===== config.mk =====
export PLATFORM = sky130hd
export DESIGN_NAME = writeback_stage_flat
export DESIGN_NICKNAME = d
export VERILOG_FILES = /design/src/rtl/writeback_stage_pkg.sv /design/src/rtl/writeback_stage_if.sv /design/src/rtl/writeback_stage_result_queue.sv /design/src/rtl/writeback_stage.sv /design/src/flat_wrapper.sv
export SDC_FILE = /design/constraint.sdc
export NUM_CORES = 1
export LEC_CHECK = 0
export ABC_AREA = 1
export BUFFER_PORTS_ARGS = -buffer_cell sky130_fd_sc_hd__clkbuf_2
export CAP_MARGIN = 5
export CORE_AREA = 8 8 147 149
export DETAILED_ROUTE_END_ITERATION = 10
export DIE_AREA = 0 0 155 157
export PLACE_DENSITY = 0.82
export SETUP_SLACK_MARGIN = 0.3
export SYNTH_ARGS = -nofsm -noshare
export SYNTH_HDL_FRONTEND = slang
export SYNTH_SLANG_ARGS = --single-unit
export TNS_END_PERCENT = 10

===== constraint.sdc =====
create_clock -name clk -period 7.7 [get_ports clk]
set_clock_uncertainty 0.15 [all_clocks]
set_input_delay 1.54 -clock clk [delete_from_list [all_inputs] [get_ports clk]]
set_output_delay 1.54 -clock clk [all_outputs]
set_load 0.05 [all_outputs]

===== src/rtl/writeback_stage_pkg.sv =====
// Shared definitions for the writeback stage: datapath sizes, ALU op codes
// and the layout of one queued ALU result.
package writeback_stage_pkg;

    localparam int DW    = 16;
    localparam int AW    = 3;
    localparam int NREG  = 1 << AW;
    localparam int DEPTH = 2;

    typedef enum logic [0:0] {
        OP_NAND = 1'b0,
        OP_ADD  = 1'b1
    } alu_op_e;

    typedef struct packed {
        logic          we;
        logic          fe;
        logic [AW-1:0] rd;
        logic          c;
        logic          z;
        logic [DW-1:0] o;
    } entry_t;

endpackage


===== src/rtl/writeback_stage_if.sv =====
// ALU-result channel, operand read ports and commit observation bus of the
// writeback stage.
interface writeback_stage_if;
    import writeback_stage_pkg::*;

    logic          in_valid;
    logic          in_ready;
    logic [DW-1:0] in_o;
    logic          in_z;
    logic          in_c;
    logic [AW-1:0] in_rd;
    logic          in_we;
    logic          in_fe;
    logic          hold;
    logic [AW-1:0] ra_a;
    logic [DW-1:0] rd_a;
    logic [AW-1:0] ra_b;
    logic [DW-1:0] rd_b;
    logic          flag_z;
    logic          flag_c;
    logic          wb_valid;
    logic [AW-1:0] wb_rd;
    logic [DW-1:0] wb_data;

    modport master (
        output in_valid, in_o, in_z, in_c, in_rd, in_we, in_fe, hold, ra_a, ra_b,
        input  in_ready, rd_a, rd_b, flag_z, flag_c, wb_valid, wb_rd, wb_data
    );

    modport slave (
        input  in_valid, in_o, in_z, in_c, in_rd, in_we, in_fe, hold, ra_a, ra_b,
        output in_ready, rd_a, rd_b, flag_z, flag_c, wb_valid, wb_rd, wb_data
    );

endinterface


===== src/rtl/writeback_stage_result_queue.sv =====
// Two-entry result FIFO. Exposes the head (oldest) and second (newest when
// full) entries so the read ports can forward from both in age order.
module writeback_stage_result_queue
    import writeback_stage_pkg::*;
(
    input  logic       clk,
    input  logic       rst,
    input  logic       push,
    input  entry_t     din,
    input  logic       pop,
    output logic [1:0] count,
    output entry_t     head,
    output entry_t     second,
    output logic       head_valid,
    output logic       second_valid
);

    logic   rptr;
    logic   wptr;
    entry_t mem [DEPTH];

    always_ff @(posedge clk or posedge rst) begin
        if (rst) begin
            rptr  <= 1'b0;
            wptr  <= 1'b0;
            count <= 2'd0;
        end else begin
            if (push) wptr <= ~wptr;
            if (pop)  rptr <= ~rptr;
            count <= count + {1'b0, push} - {1'b0, pop};
        end
    end

    // Payload carries no reset: it is only observed through count.
    always_ff @(posedge clk) begin
        if (push) mem[wptr] <= din;
    end

    assign head         = mem[rptr];
    assign second       = mem[~rptr];
    assign head_valid   = (count != 2'd0);
    assign second_valid = (count == 2'(DEPTH));

endmodule


===== src/rtl/writeback_stage.sv =====
// Writeback stage: queues ALU results, commits the head to the register file
// and Z/C flags, and serves two forwarded operand read ports.
module writeback_stage
    import writeback_stage_pkg::*;
(
    input  logic              clk,
    input  logic              rst,
    writeback_stage_if.slave  bus
);

    logic          push;
    logic          pop;
    logic [1:0]    count;
    entry_t        din;
    entry_t        head;
    entry_t        second;
    logic          head_valid;
    logic          second_valid;
    logic [DW-1:0] rf [NREG];
    logic          flag_z;
    logic          flag_c;

    // Newer queued producer wins over older; register 0 never forwards.
    function automatic logic [DW-1:0] read_port(
        input logic [AW-1:0] ra,
        input entry_t        newer,
        input logic          newer_ok,
        input entry_t        older,
        input logic          older_ok,
        input logic [DW-1:0] rf_val
    );
        logic [DW-1:0] val;
        val = rf_val;
        if (ra == '0)
            val = '0;
        else if (newer_ok && newer.we && newer.rd == ra)
            val = newer.o;
        else if (older_ok && older.we && older.rd == ra)
            val = older.o;
        return val;
    endfunction

    always_comb begin
        din.we = bus.in_we;
        din.fe = bus.in_fe;
        din.rd = bus.in_rd;
        din.c  = bus.in_c;
        din.z  = bus.in_z;
        din.o  = bus.in_o;
    end

    assign bus.in_ready = (count != 2'(DEPTH));
    assign push         = bus.in_valid && bus.in_ready;
    assign pop          = head_valid && !bus.hold;

    writeback_stage_result_queue u_queue (
        .clk          (clk),
        .rst          (rst),
        .push         (push),
        .din          (din),
        .pop          (pop),
        .count        (count),
        .head         (head),
        .second       (second),
        .head_valid   (head_valid),
        .second_valid (second_valid)
    );

    always_ff @(posedge clk or posedge rst) begin
        if (rst) begin
            for (int i = 0; i < NREG; i++) rf[i] <= '0;
        end else if (pop && head.we && head.rd != '0) begin
            rf[head.rd] <= head.o;
        end
    end

    always_ff @(posedge clk or posedge rst) begin
        if (rst) begin
            flag_z <= 1'b0;
            flag_c <= 1'b0;
        end else if (pop && head.fe) begin
            flag_z <= head.z;
            flag_c <= head.c;
        end
    end

    assign bus.flag_z   = flag_z;
    assign bus.flag_c   = flag_c;
    assign bus.wb_valid = pop;
    assign bus.wb_rd    = pop ? head.rd : '0;
    assign bus.wb_data  = pop ? head.o  : '0;

    assign bus.rd_a = read_port(bus.ra_a, second, second_valid, head, head_valid, rf[bus.ra_a]);
    assign bus.rd_b = read_port(bus.ra_b, second, second_valid, head, head_valid, rf[bus.ra_b]);

endmodule


===== src/flat_wrapper.sv =====
// flat-port wrapper written by rule: the top's interface ports become plain ports
module writeback_stage_flat import writeback_stage_pkg::*;
  (clk, rst, bus_in_valid, bus_in_o, bus_in_z, bus_in_c, bus_in_rd, bus_in_we, bus_in_fe, bus_hold, bus_ra_a, bus_ra_b, bus_in_ready, bus_rd_a, bus_rd_b, bus_flag_z, bus_flag_c, bus_wb_valid, bus_wb_rd, bus_wb_data);
  writeback_stage_if bus_i ();
  input  logic clk;
  input  logic rst;
  input wire logic [$bits(bus_i.in_valid)-1:0] bus_in_valid;
  input wire logic [$bits(bus_i.in_o)-1:0] bus_in_o;
  input wire logic [$bits(bus_i.in_z)-1:0] bus_in_z;
  input wire logic [$bits(bus_i.in_c)-1:0] bus_in_c;
  input wire logic [$bits(bus_i.in_rd)-1:0] bus_in_rd;
  input wire logic [$bits(bus_i.in_we)-1:0] bus_in_we;
  input wire logic [$bits(bus_i.in_fe)-1:0] bus_in_fe;
  input wire logic [$bits(bus_i.hold)-1:0] bus_hold;
  input wire logic [$bits(bus_i.ra_a)-1:0] bus_ra_a;
  input wire logic [$bits(bus_i.ra_b)-1:0] bus_ra_b;
  output wire logic [$bits(bus_i.in_ready)-1:0] bus_in_ready;
  output wire logic [$bits(bus_i.rd_a)-1:0] bus_rd_a;
  output wire logic [$bits(bus_i.rd_b)-1:0] bus_rd_b;
  output wire logic [$bits(bus_i.flag_z)-1:0] bus_flag_z;
  output wire logic [$bits(bus_i.flag_c)-1:0] bus_flag_c;
  output wire logic [$bits(bus_i.wb_valid)-1:0] bus_wb_valid;
  output wire logic [$bits(bus_i.wb_rd)-1:0] bus_wb_rd;
  output wire logic [$bits(bus_i.wb_data)-1:0] bus_wb_data;
  assign bus_i.in_valid = bus_in_valid;
  assign bus_i.in_o = bus_in_o;
  assign bus_i.in_z = bus_in_z;
  assign bus_i.in_c = bus_in_c;
  assign bus_i.in_rd = bus_in_rd;
  assign bus_i.in_we = bus_in_we;
  assign bus_i.in_fe = bus_in_fe;
  assign bus_i.hold = bus_hold;
  assign bus_i.ra_a = bus_ra_a;
  assign bus_i.ra_b = bus_ra_b;
  assign bus_in_ready = bus_i.in_ready;
  assign bus_rd_a = bus_i.rd_a;
  assign bus_rd_b = bus_i.rd_b;
  assign bus_flag_z = bus_i.flag_z;
  assign bus_flag_c = bus_i.flag_c;
  assign bus_wb_valid = bus_i.wb_valid;
  assign bus_wb_rd = bus_i.wb_rd;
  assign bus_wb_data = bus_i.wb_data;
  writeback_stage u_core (.clk(clk), .rst(rst), .bus(bus_i));
endmodule

# Yosys cells after proc, flatten, opt, wreduce, memory -nomap -nowiden

Memory sizes are Yosys's and may differ from the RTL's.
Cells that the tools add are included.

Register bits after elaboration: 134
Bits in writable memories: 46
Input port bits: 33
Output and inout bits: 55
Logic and storage cells: 67
Memories kept: 1

$add $sub $neg: 2
$lt $le $gt $ge: 4
Eq/ne operators: 6
Muxes and demuxes: 19
Bitwise operators: 5
Reductions and logical operators: 17

Memories:

| memory             | depth | bits a word | read ports | clocked after memory_dff | write ports | RTL line                           | text |
|---|---|---|---|---|---|---|---|
| u_core.u_queue.mem | 2     | 23          | 2          | 0                        | 1           | writeback_stage_result_queue.sv:20 | `entry_t mem [DEPTH];` |

Operators by type and width:

| kind               | number |
|---|---|
| $mux 16            | 12 |
| $bwmux 128         | 1 |
| $bmux 16 s3        | 2 |
| $demux 16 s3       | 1 |
| $eq 3x3->1         | 4 |
| $ge 4x4->1 const B | 3 |
| $logic_and 1x1->1  | 12 |
| $not 3->4          | 3 |
| $logic_not 3->1    | 2 |
| $lt 4x1->1 const B | 1 |
| $mux 3             | 1 |
| $reduce_bool 3->1  | 1 |
| $add 2x1->2        | 1 |
| $eq 2x2->1 const B | 1 |
| $mux 1             | 2 |
| $ne 2x2->1 const B | 1 |
| $not 1->1          | 2 |
| $reduce_bool 2->1  | 1 |
| $sub 2x1->2        | 1 |
| $logic_not 1->1    | 1 |

# Logic depth before layout (Yosys ltp)

Gate-level depths: netlist of run 1.

Depth in word-level cells: 7
Depth in mapped cells: 13
Mapped depth without buffers: 11

# Hierarchy

Synthesis of run 1 repeated with hierarchy kept, for this count alone.

Cells, all modules: 1,520
Area, all modules: 10,729.0 sq um

Modules (own cells, without submodules):

| module                       | times used | cells an instance | area each (sq um) | seq. area each (sq um) |
|---|---|---|---|---|
| writeback_stage              | 1          | 1,323             | 8,534.4           | 3,253.1 |
| writeback_stage_result_queue | 1          | 197               | 2,194.6           | 1,481.4 |

# Worst setup path before layout of run 1

OpenSTA, ideal clock, no wires.

Kind: input to output
Start point: input port bus_ra_b[2]
End point: output port bus_rd_b[8]
Arrival: 3.264 ns
Data required time: 6.010 ns
Slack: 2.746 ns
Stages on the path: 8
Buffers on the path: 2
Cells stage by stage: clkbuf_1 > nand3_1 > a21oi_1 > nand2_2 > inv_1 > buf_6 > nand2_1 > a21oi_1

Cells in the longest elaborated chain, start to end: 7
Elaborated cells on any way between the ends: 12
Those cells by class: 2 x eq/ne; 6 x mux; 1 x bitwise; 3 x reduce/logical

RTL lines:

| item                                        | RTL line              | text |
|---|---|---|
| start: declaration                          | flat_wrapper.sv:16    | `input wire logic [$bits(bus_i.ra_b)-1:0] bus_ra_b;` |
| $not 3->4 (not written as such)             | writeback_stage.sv:94 | `assign bus.rd_b = read_port(bus.ra_b, second, second_valid, head, head_valid, rf[bus.ra_b]);` |
| $bmux 16 s3                                 | writeback_stage.sv:94 |  |
| $mux 16 (not written as such) (2 in series) | writeback_stage.sv:94 |  |
| $mux 16                                     | writeback_stage.sv:38 | `else if (older_ok && older.we && older.rd == ra)` |
| $mux 16                                     | writeback_stage.sv:36 | `else if (newer_ok && newer.we && newer.rd == ra)` |
| $mux 16 *                                   | writeback_stage.sv:34 | `if (ra == '0)` |
| end: declaration                            | flat_wrapper.sv:19    | `output wire logic [$bits(bus_i.rd_b)-1:0] bus_rd_b;` |

Every way passes the cells marked *; elsewhere a longest branch is shown, timed or not. The select of a mux whose other input is x is not followed.

# Worst setup path after layout of run 1

Start point: input port bus_ra_b[2]
End point: output port bus_rd_b[3]

The elaborated chain is that of the path after synthesis.

==> results of run 1 <==
cell families after synthesis:
group,synth area share
and+or+nand+nor,0.2663
AOI/OAI and AO/OA,0.1847
buffers and inverters,0.08908
DFF,0.4531
xor gates and xnor gates,0.002515
muxes,0.001916
adders and majority gates,0.002394
final cells by class:
| cell class | instances | area [um2] | area share |
|---|---|---|---|
| clock buffers | 17 | 425.4 | 0.03737 |
| repair buffers | 100 | 533.0 | 0.04682 |
| flip-flops and latches | 180 | 4736 | 0.4160 |
| multi-input cells | 1062 | 4790 | 0.4207 |
| clock inverters | 15 | 156.4 | 0.01374 |
| inverters | 108 | 412.9 | 0.03627 |
| well taps | 265 | 331.6 | 0.02912 |
through the flow:
step	cells	area (um2)	worst slack, ps	hold slack, ps
6_report	1747	11380	1715	256.7
5_1_grt	1747	11380	1534	263.6
4_1_cts	1747	11380	1818	256.7
3_5_place_dp	1715	10800	1821	238.1
3_3_place_gp	1715	10800	1853	236.1
2_1_floorplan	1456	10450	2427	300.8
registers in the layout, indices dropped and copies added, names as in the netlist:
signal                flops
u_core.u_queue.wptr       1
u_core.u_queue.rptr       1
u_core.bus.flag_z         1
u_core.bus.flag_c         1
u_core.u_queue.mem       46
u_core.rf               128
u_core.u_queue.count      2
final timing paths:
path                                        to
setup / recovery                   bus_rd_b[3]
hold / removal                  u_core.rf[122]
setup reg to reg                 u_core.rf[80]
hold reg to reg                 u_core.rf[122]
max in group asynchronous  u_core.u_queue.rptr
min in group asynchronous        u_core.rf[93]
worst register-to-register path, delay by kind of cell (launching register included):
family,cells,cell delay (ps)
AO/OA/AOI/OAI,1,620
AND/OR/NAND/NOR,3,1220
buffers and inverters,3,1050
flip-flops,1,340
report_power, final:
| part | internal, uW | switching (uW) | leakage (uW) |
|---|---|---|---|
| Combinational | 535 | 1590 | 0.00312 |
| Clock | 480 | 392 | 0.000278 |
| Sequential | 1340 | 211 | 0.00209 |
per-layer routing:
metal,track usage,wire (um),vias up,part of all wire
li1,-,-,4711,-
met1,0.3124,12040,4577,0.39
met2,0.4194,14600,538,0.47
met3,0.05128,2499,135,0.081
met4,0.1657,1882,0,0.061
met5,0,0,-,0
placed cells by master, fill, tap and decap left out, types with 3 or more instances in the layout:
cell,count
nand3_1,60
clkinv_4,5
nor2_2,4
o21ai_1,14
clkbuf_2,87
clkbuf_16,17
nand2_2,9
nor3_4,4
a21oi_2,24
inv_2,15
inv_1,89
clkinv_1,3
dfrtp_1,133
o21ai_0,205
nor2_1,166
a21oi_1,114
inv_6,4
nand2_1,441
buf_4,13
edfxtp_1,46
==> results.md, run 1 <==
- The flow ran to the end, and the final reports show no timing, DRC or antenna violations.
- Setup repair after global routing left no endpoint under its margin.
- The hold violation total from the final report is 0.
- The critical path starts at bus_ra_b[2].
- The number of nets with antenna violations after routing is 0.
- The cell accounting for the most synthesized area is dfrtp_1.
- The worst hold path begins at u_core.rf[122].
- The share of flip-flops with an asynchronous set or reset is 0.7444.
- Once layout is complete, the utilization of the core stands at 0.5927.
- Relative to the synthesized area, the layout overhead comes to 8.944%.
- The post-detailed-route via-to-cell ratio is around 5.7.
- The clock period could shrink to approximately 6000 ps.
- Counting instances in the post-synthesis netlist gives the leading cell types as nand2_1 (441), o21ai_0 (205), nor2_1 (168), dfrtp_1 (134), a21oi_1 (114).
- The number of buffers added on ports is between 80 and 90.
- The global placement routability congestion is 0.9503.
- The number of maximum-capacitance constraint violations is 0.
- After filler insertion, the fill cell instance count of the layout stands at roughly 1700.
- Among the stages of the critical path, the cell type that occurs most often is nand2_1.
- The die covers 24340 um2.
- After detailed routing, the average wire length per cell comes to ~18 um.
- The relative max-transition margin is 0.1723.
- The number of resized instances in the post-cts repair step is 0.
- On the worst path, the slowest cell contributes a delay of 660 ps.
- The worst register-to-register path has a depth of 7.
- The number of inserted diodes is 0.
- The H-tree was split into 4 levels.
- The post-synthesis area per instance is just over 7 um2.
- The final total power is 4549 uW.
- The final setup violation count is 0.
- On the critical path, the stage with the largest delay is an instance of clkinv_1.
- The root buffer cell chosen for the clock tree is clkbuf_16.
- The die is 157 um tall.
- The layout cell share with drive strength beyond 1 is 0.1336.
- By instance count, the leading cell after synthesis is nand2_1.
- The data arrival time of the worst path is approximately 4300 ps.
- STA puts the critical path data required time at 6010 ps.
- For this configuration, the core starts out at a cell density of 0.5441.
- The count of pins over their slew limit is 0.
- Entering global routing, the biggest net connects 82 pins.
- For this run, design rule violations remaining after detail routing come to 0.
- The area share of the largest cell type after synthesis is 0.3209.
- In the global route stage, overall resource usage came out at 0.2587.
- The number of flops mapped to enable cells by yosys is 46.
- The signal on the critical path passes through clkbuf_2 -> clkinv_1 -> nand2_1 -> a21oi_1 -> nand2_2 -> inv_1 -> nand2_1 -> nand2_1 -> nor2_1 -> clkbuf_2.
- TritonCTS built the clock tree.
- The cell area after synthesis is 10450 um2.
- Counting along the longest clock path gives a buffer depth of 2.
- The worst setup path is launched from an input port.
- The cell type group with the largest total delay on the critical path is buffers and inverters.
- The first routing iteration left 1067 violations.
- Synthesis produced 1456 cells.
- The leakage power is about 0.0055 uW.
- Buffers inserted to repair hold after CTS numbered 0.
- In this run the power density over the cells is 399.6 nW/um2.
- Along the worst path, the maximum fanout reaches 20.
- The number of buffers and inverters on the critical path is 4.
- The clock sink count is 180.
- Based on the critical path, the design can be clocked at up to 167.1 MHz.
- The beginning of the worst register-to-register path is u_core.u_queue.rptr.
- The global-route wire length before repair is 49440 um.
- The via count of the first global-routing pass is 9443.
- The dominant register cell in the synthesized netlist is dfrtp_1.
- After synthesis, the cell types taking the most area are dfrtp_1 (32%), nand2_1 (16%), edfxtp_1 (13%), o21ai_0 (9.8%), nor2_1 (6.0%).
- The number of buffers inserted by post-CTS setup repair is 0.
- The total congestion overflow after global routing is 0.
- The actual slew at the worst max-slew pin is 1238 ps.
- The number of rows in the core area is 51.
- For the worst-skew pair, the clock arrives at the later sink with an insertion delay of 440 ps.
- For flop-to-flop paths, the worst setup slack is 4190 ps.
- Wires add up to ~31000 um.
- The final cycle utilization of the critical path is 0.7773.
- The final route contains 9961 vias.
- The HPWL after detailed placement is 20850 um.
- The number of clock buffers inserted by TritonCTS is 17.
- The initial antenna violation count is 0.
- The number of library cell types mapped by synthesis is 35.
- The path class of the tightest hold or removal check is reg2reg.
- The peak supply drop is approximately 370 uV.
- The part of the Yosys area used for sequential elements is 0.4531.
- In the final timing run, aggregate negative setup slack is 0 ps.
- For this run, the number of Yosys warnings is 0.
- The number of instances on the worst hold path is 0.
- In this run the count of I/O pins placed on the die edge is 88.
- The kind of end point of the critical path is a primary output.
- The net count of the finished layout is about 1500.
- The path type of the worst setup path is in2out.
- The number of storage elements in the synthesis netlist is 180.
- The floorplan step defined a core boundary enclosing 19210 um2.
- The iteration count of the initial detailed-routing pass is 9.
- The post-synthesis net count is 1491.
- The clock slew at the register clock pins of the worst setup and hold paths is 70 ps.
- The critical path crosses 10 cells after its start point.
- The die is 155 um wide.
No activity file was read; power rests on OpenSTA's default activity.
==> run 2, diff against run 1 <==
==> constraint.sdc (replaced) <==
create_clock -name clk -period 6.13 [get_ports clk]
set_clock_uncertainty 0.15 [all_clocks]
set_input_delay 1.226 -clock clk [delete_from_list [all_inputs] [get_ports clk]]
set_output_delay 1.226 -clock clk [all_outputs]
set_load 0.05 [all_outputs]
==> results.md, run 2 (same netlist as run 1, synthesis figures left out) <==
- The count of pins over their slew limit was 0 (unchanged).
- The slowest library cell on the worst path is clkinv_1.
- The final setup TNS came to 0 ps (unchanged).
- Setup repair after global routing left no endpoint under its margin.
- The count of fill cells added during filler insertion is 1714 (+0.35%).
- The maximum number of pins on one net before global-route repair is 84 (+2.4%).
- The worst register-to-register path begins at u_core.u_queue.rptr.
- The clock sink count is 180 (unchanged).
- The most critical setup path has its startpoint at bus_ra_b[2].
- The layout cell share with drive strength beyond 1 is 0.1364 (+0.002821).
- The worst stage delay on the critical path is 500 ps (-160 ps).
- The number of buffers and inverters on the critical path came to 4 (unchanged).
- The final HPWL from detailed placement was 22110 um (+6.1%).
- The actual slew at the worst max-slew pin was 1284 ps (+46.10 ps).
- The number of buffers added on ports came to 87 (unchanged).
- The number of buffers inserted by hold repair at cts is 0 (unchanged).
- The clock slew at the register clock pins of the worst setup and hold paths is 70 ps (about the same).
- The startpoint identified for the worst hold timing path is u_core.rf[115].
- The required time at the worst-slack endpoint is 4750 ps (-1260 ps).
- The data arrival time of the worst path is 3610 ps (-690 ps).
- The area taken by flip-flops and latches is 4736 um2 (unchanged).
- The width of the die is 155 um (unchanged).
- More flip-flops sit in one register than any other, and that register is u_core.rf.
- The initial core utilization came to 0.5441 (unchanged).
- Relative to the synthesized area, the layout overhead comes to 9.303%.
- The kind of end point of the critical path is a primary output.
- The peak supply drop is 378.0 uV (+2.5%).
- The number of inserted diodes came to 0 (unchanged).
- The die span in y is 157 um (unchanged).
- The final routed wire length divided by cell count came to 18.16 um (+2.3%).
- The largest registers in the layout are u_core.rf (128), u_core.u_queue.mem (46), u_core.u_queue.count (2).
- The number of buffers inserted by post-CTS setup repair is 0 (unchanged).
- The final setup violation count is 0 (unchanged).
- After layout, the minimum clock period comes to 4985 ps.
- The global placement routability congestion is 0.9553 (+0.53%).
- The CTS H-tree depth was 4 (unchanged).
- The end-of-flow core utilization is 0.5947 (+0.001954).
- The nature of the critical path startpoint is an input port.
- The total I/O pin count was 88 (unchanged).
- The wire length reported by the detailed router was 31830 um (+2.6%).
- The global-route wire length before repair is 50830 um (+2.8%).
- The full die area is 24340 um2 (unchanged).
- The maximum root-to-sink buffer count was 2 (unchanged).
- The footprint of the multi-input gates was 4790 um2 (unchanged).
- The dominant cell type by count on the critical path is nor2_1.
- The via count of the first global-routing pass is 9508 (+0.69%).
- The leakage power came to 0.005514 uW (+0.41%).
- The remaining design rule violation count is 0 (unchanged).
- The number of clock buffers inserted by TritonCTS is 17 (unchanged).
- The critical path goes through clkbuf_2 -> clkinv_1 -> nand3_1 -> nand2_1 -> nor2_1 -> nand2_2 -> inv_2 -> nor2_1 -> nor2_1 -> nor2_1 -> clkbuf_2.
- The number of maximum-capacitance constraint violations is 0 (unchanged).
- The initial antenna violation count is 0 (unchanged).
- The routed via count is 10090 (+1.3%).
- In the layout the commonest cells are nand2_1 (441), o21ai_0 (205), nor2_1 (166), dfrtp_1 (133), a21oi_1 (114).
- The relative max-transition margin is 0.1415 (-0.03082).
- The run finished with clean final reports.
- The total congestion overflow after global routing is 0 (unchanged).
- In the finished design, the share of the clock period the worst path needs comes to 0.8133.
- The root buffer cell is clkbuf_16.
- The achievable frequency is 200.6 MHz.
- The placeable core area was 19210 um2 (unchanged).
- The iteration count of the initial detailed-routing pass is 7 (-2).
- The TritonCTS clock tree is built.
- The final-stage net count was 1510 (+0.40%).
- The path type of the worst setup path is in2out.
- The flip-flop count of the largest register after layout was 128 (unchanged).
- The type of the tightest min-delay check is reg2reg.
- The hold violation total from the final report is 0 (unchanged).
- The first-iteration detailed-routing DRC count is 1230 (+15%).
- The number of nets with antenna violations after routing is 0 (unchanged).
- The total global routing track utilization is 0.2674 (+0.008685).
- The cell type group with the largest total delay on the critical path is buffers and inverters.
- The number of resized instances in the post-cts repair step is 0 (unchanged).
- The post-detailed-route via-to-cell ratio is 5.754 (+0.91%).
- The number of rows in the core area is 51 (unchanged).
- The power density over cell area is 502.3 nW/um2 (+26%).
- Leaving out fill and tap cells, the most frequent cell in the layout is nand2_1.
- The maximum fanout along the worst path was 20 (unchanged).
- The clock insertion delay at the later pin of the skew report was 440 ps (about the same).
-- run 2: cell count changes in the layout (fill, tap and decap cells not counted), sizes merged --
cell	previous run	this run
clkinv	9	5
inv	109	113
clkbuf	104	105
buf	13	19
bufinv	2	1
-- run 2: through the flow --
step | worst slack (ps) | instance area, um2 | total power (uW) | std cells | hold slack (ps)
CTS | 1214 | 11420 | 5717 | 1753 | 257.6
floorplan | 1171 | 10450 | 3914 | 1456 | 300.8
detailed placement | 1217 | 10850 | 4637 | 1721 | 240.9
global placement | 1240 | 10850 | 4570 | 1721 | 236.4
finish | 1145 | 11420 | 5737 | 1753 | 254.7
global route | 958.1 | 11420 | 6089 | 1753 | 265.9
-- run 2: path summary, 6_finish.rpt --
| path | cells past startpoint | to | slack [ps] |
|---|---|---|---|
| max | 11 | bus_rd_b[11] | 1140 |
| min reg2reg | 0 | u_core.rf[115] | 250 |
| min | 0 | u_core.rf[115] | 250 |
| max in group asynchronous | 3 | u_core.rf[39] | 3950 |
| max reg2reg | 6 | u_core.rf[48] | 2850 |
| min in group asynchronous | 2 | u_core.rf[77] | 750 |
-- run 2: cell type report --
type,instances,area share
tap,265,0.02903
clock inverter,14,0.01271
sequential,180,0.4146
clock buffer,18,0.03757
inverter,108,0.03615
multi-input combinational,1062,0.4193
timing repair buffer,106,0.05061
-- run 2: power breakdown --
group          leakage, uW  internal [uW]  switching [uW]  total (uW)
Sequential         0.00209           1690             318        2000
Combinational      0.00315            672            1980        2650
Clock             0.000273            574             507        1080
-- run 2: routing by layer --
| layer | track usage | share of wire | vias to the layer above |
|---|---|---|---|
| li1 | - | - | 4718 |
| met1 | 0.3339 | 0.39 | 4681 |
| met2 | 0.4309 | 0.47 | 567 |
| met3 | 0.04990 | 0.083 | 120 |
| met4 | 0.1526 | 0.050 | 0 |
| met5 | 0 | 0 | - |
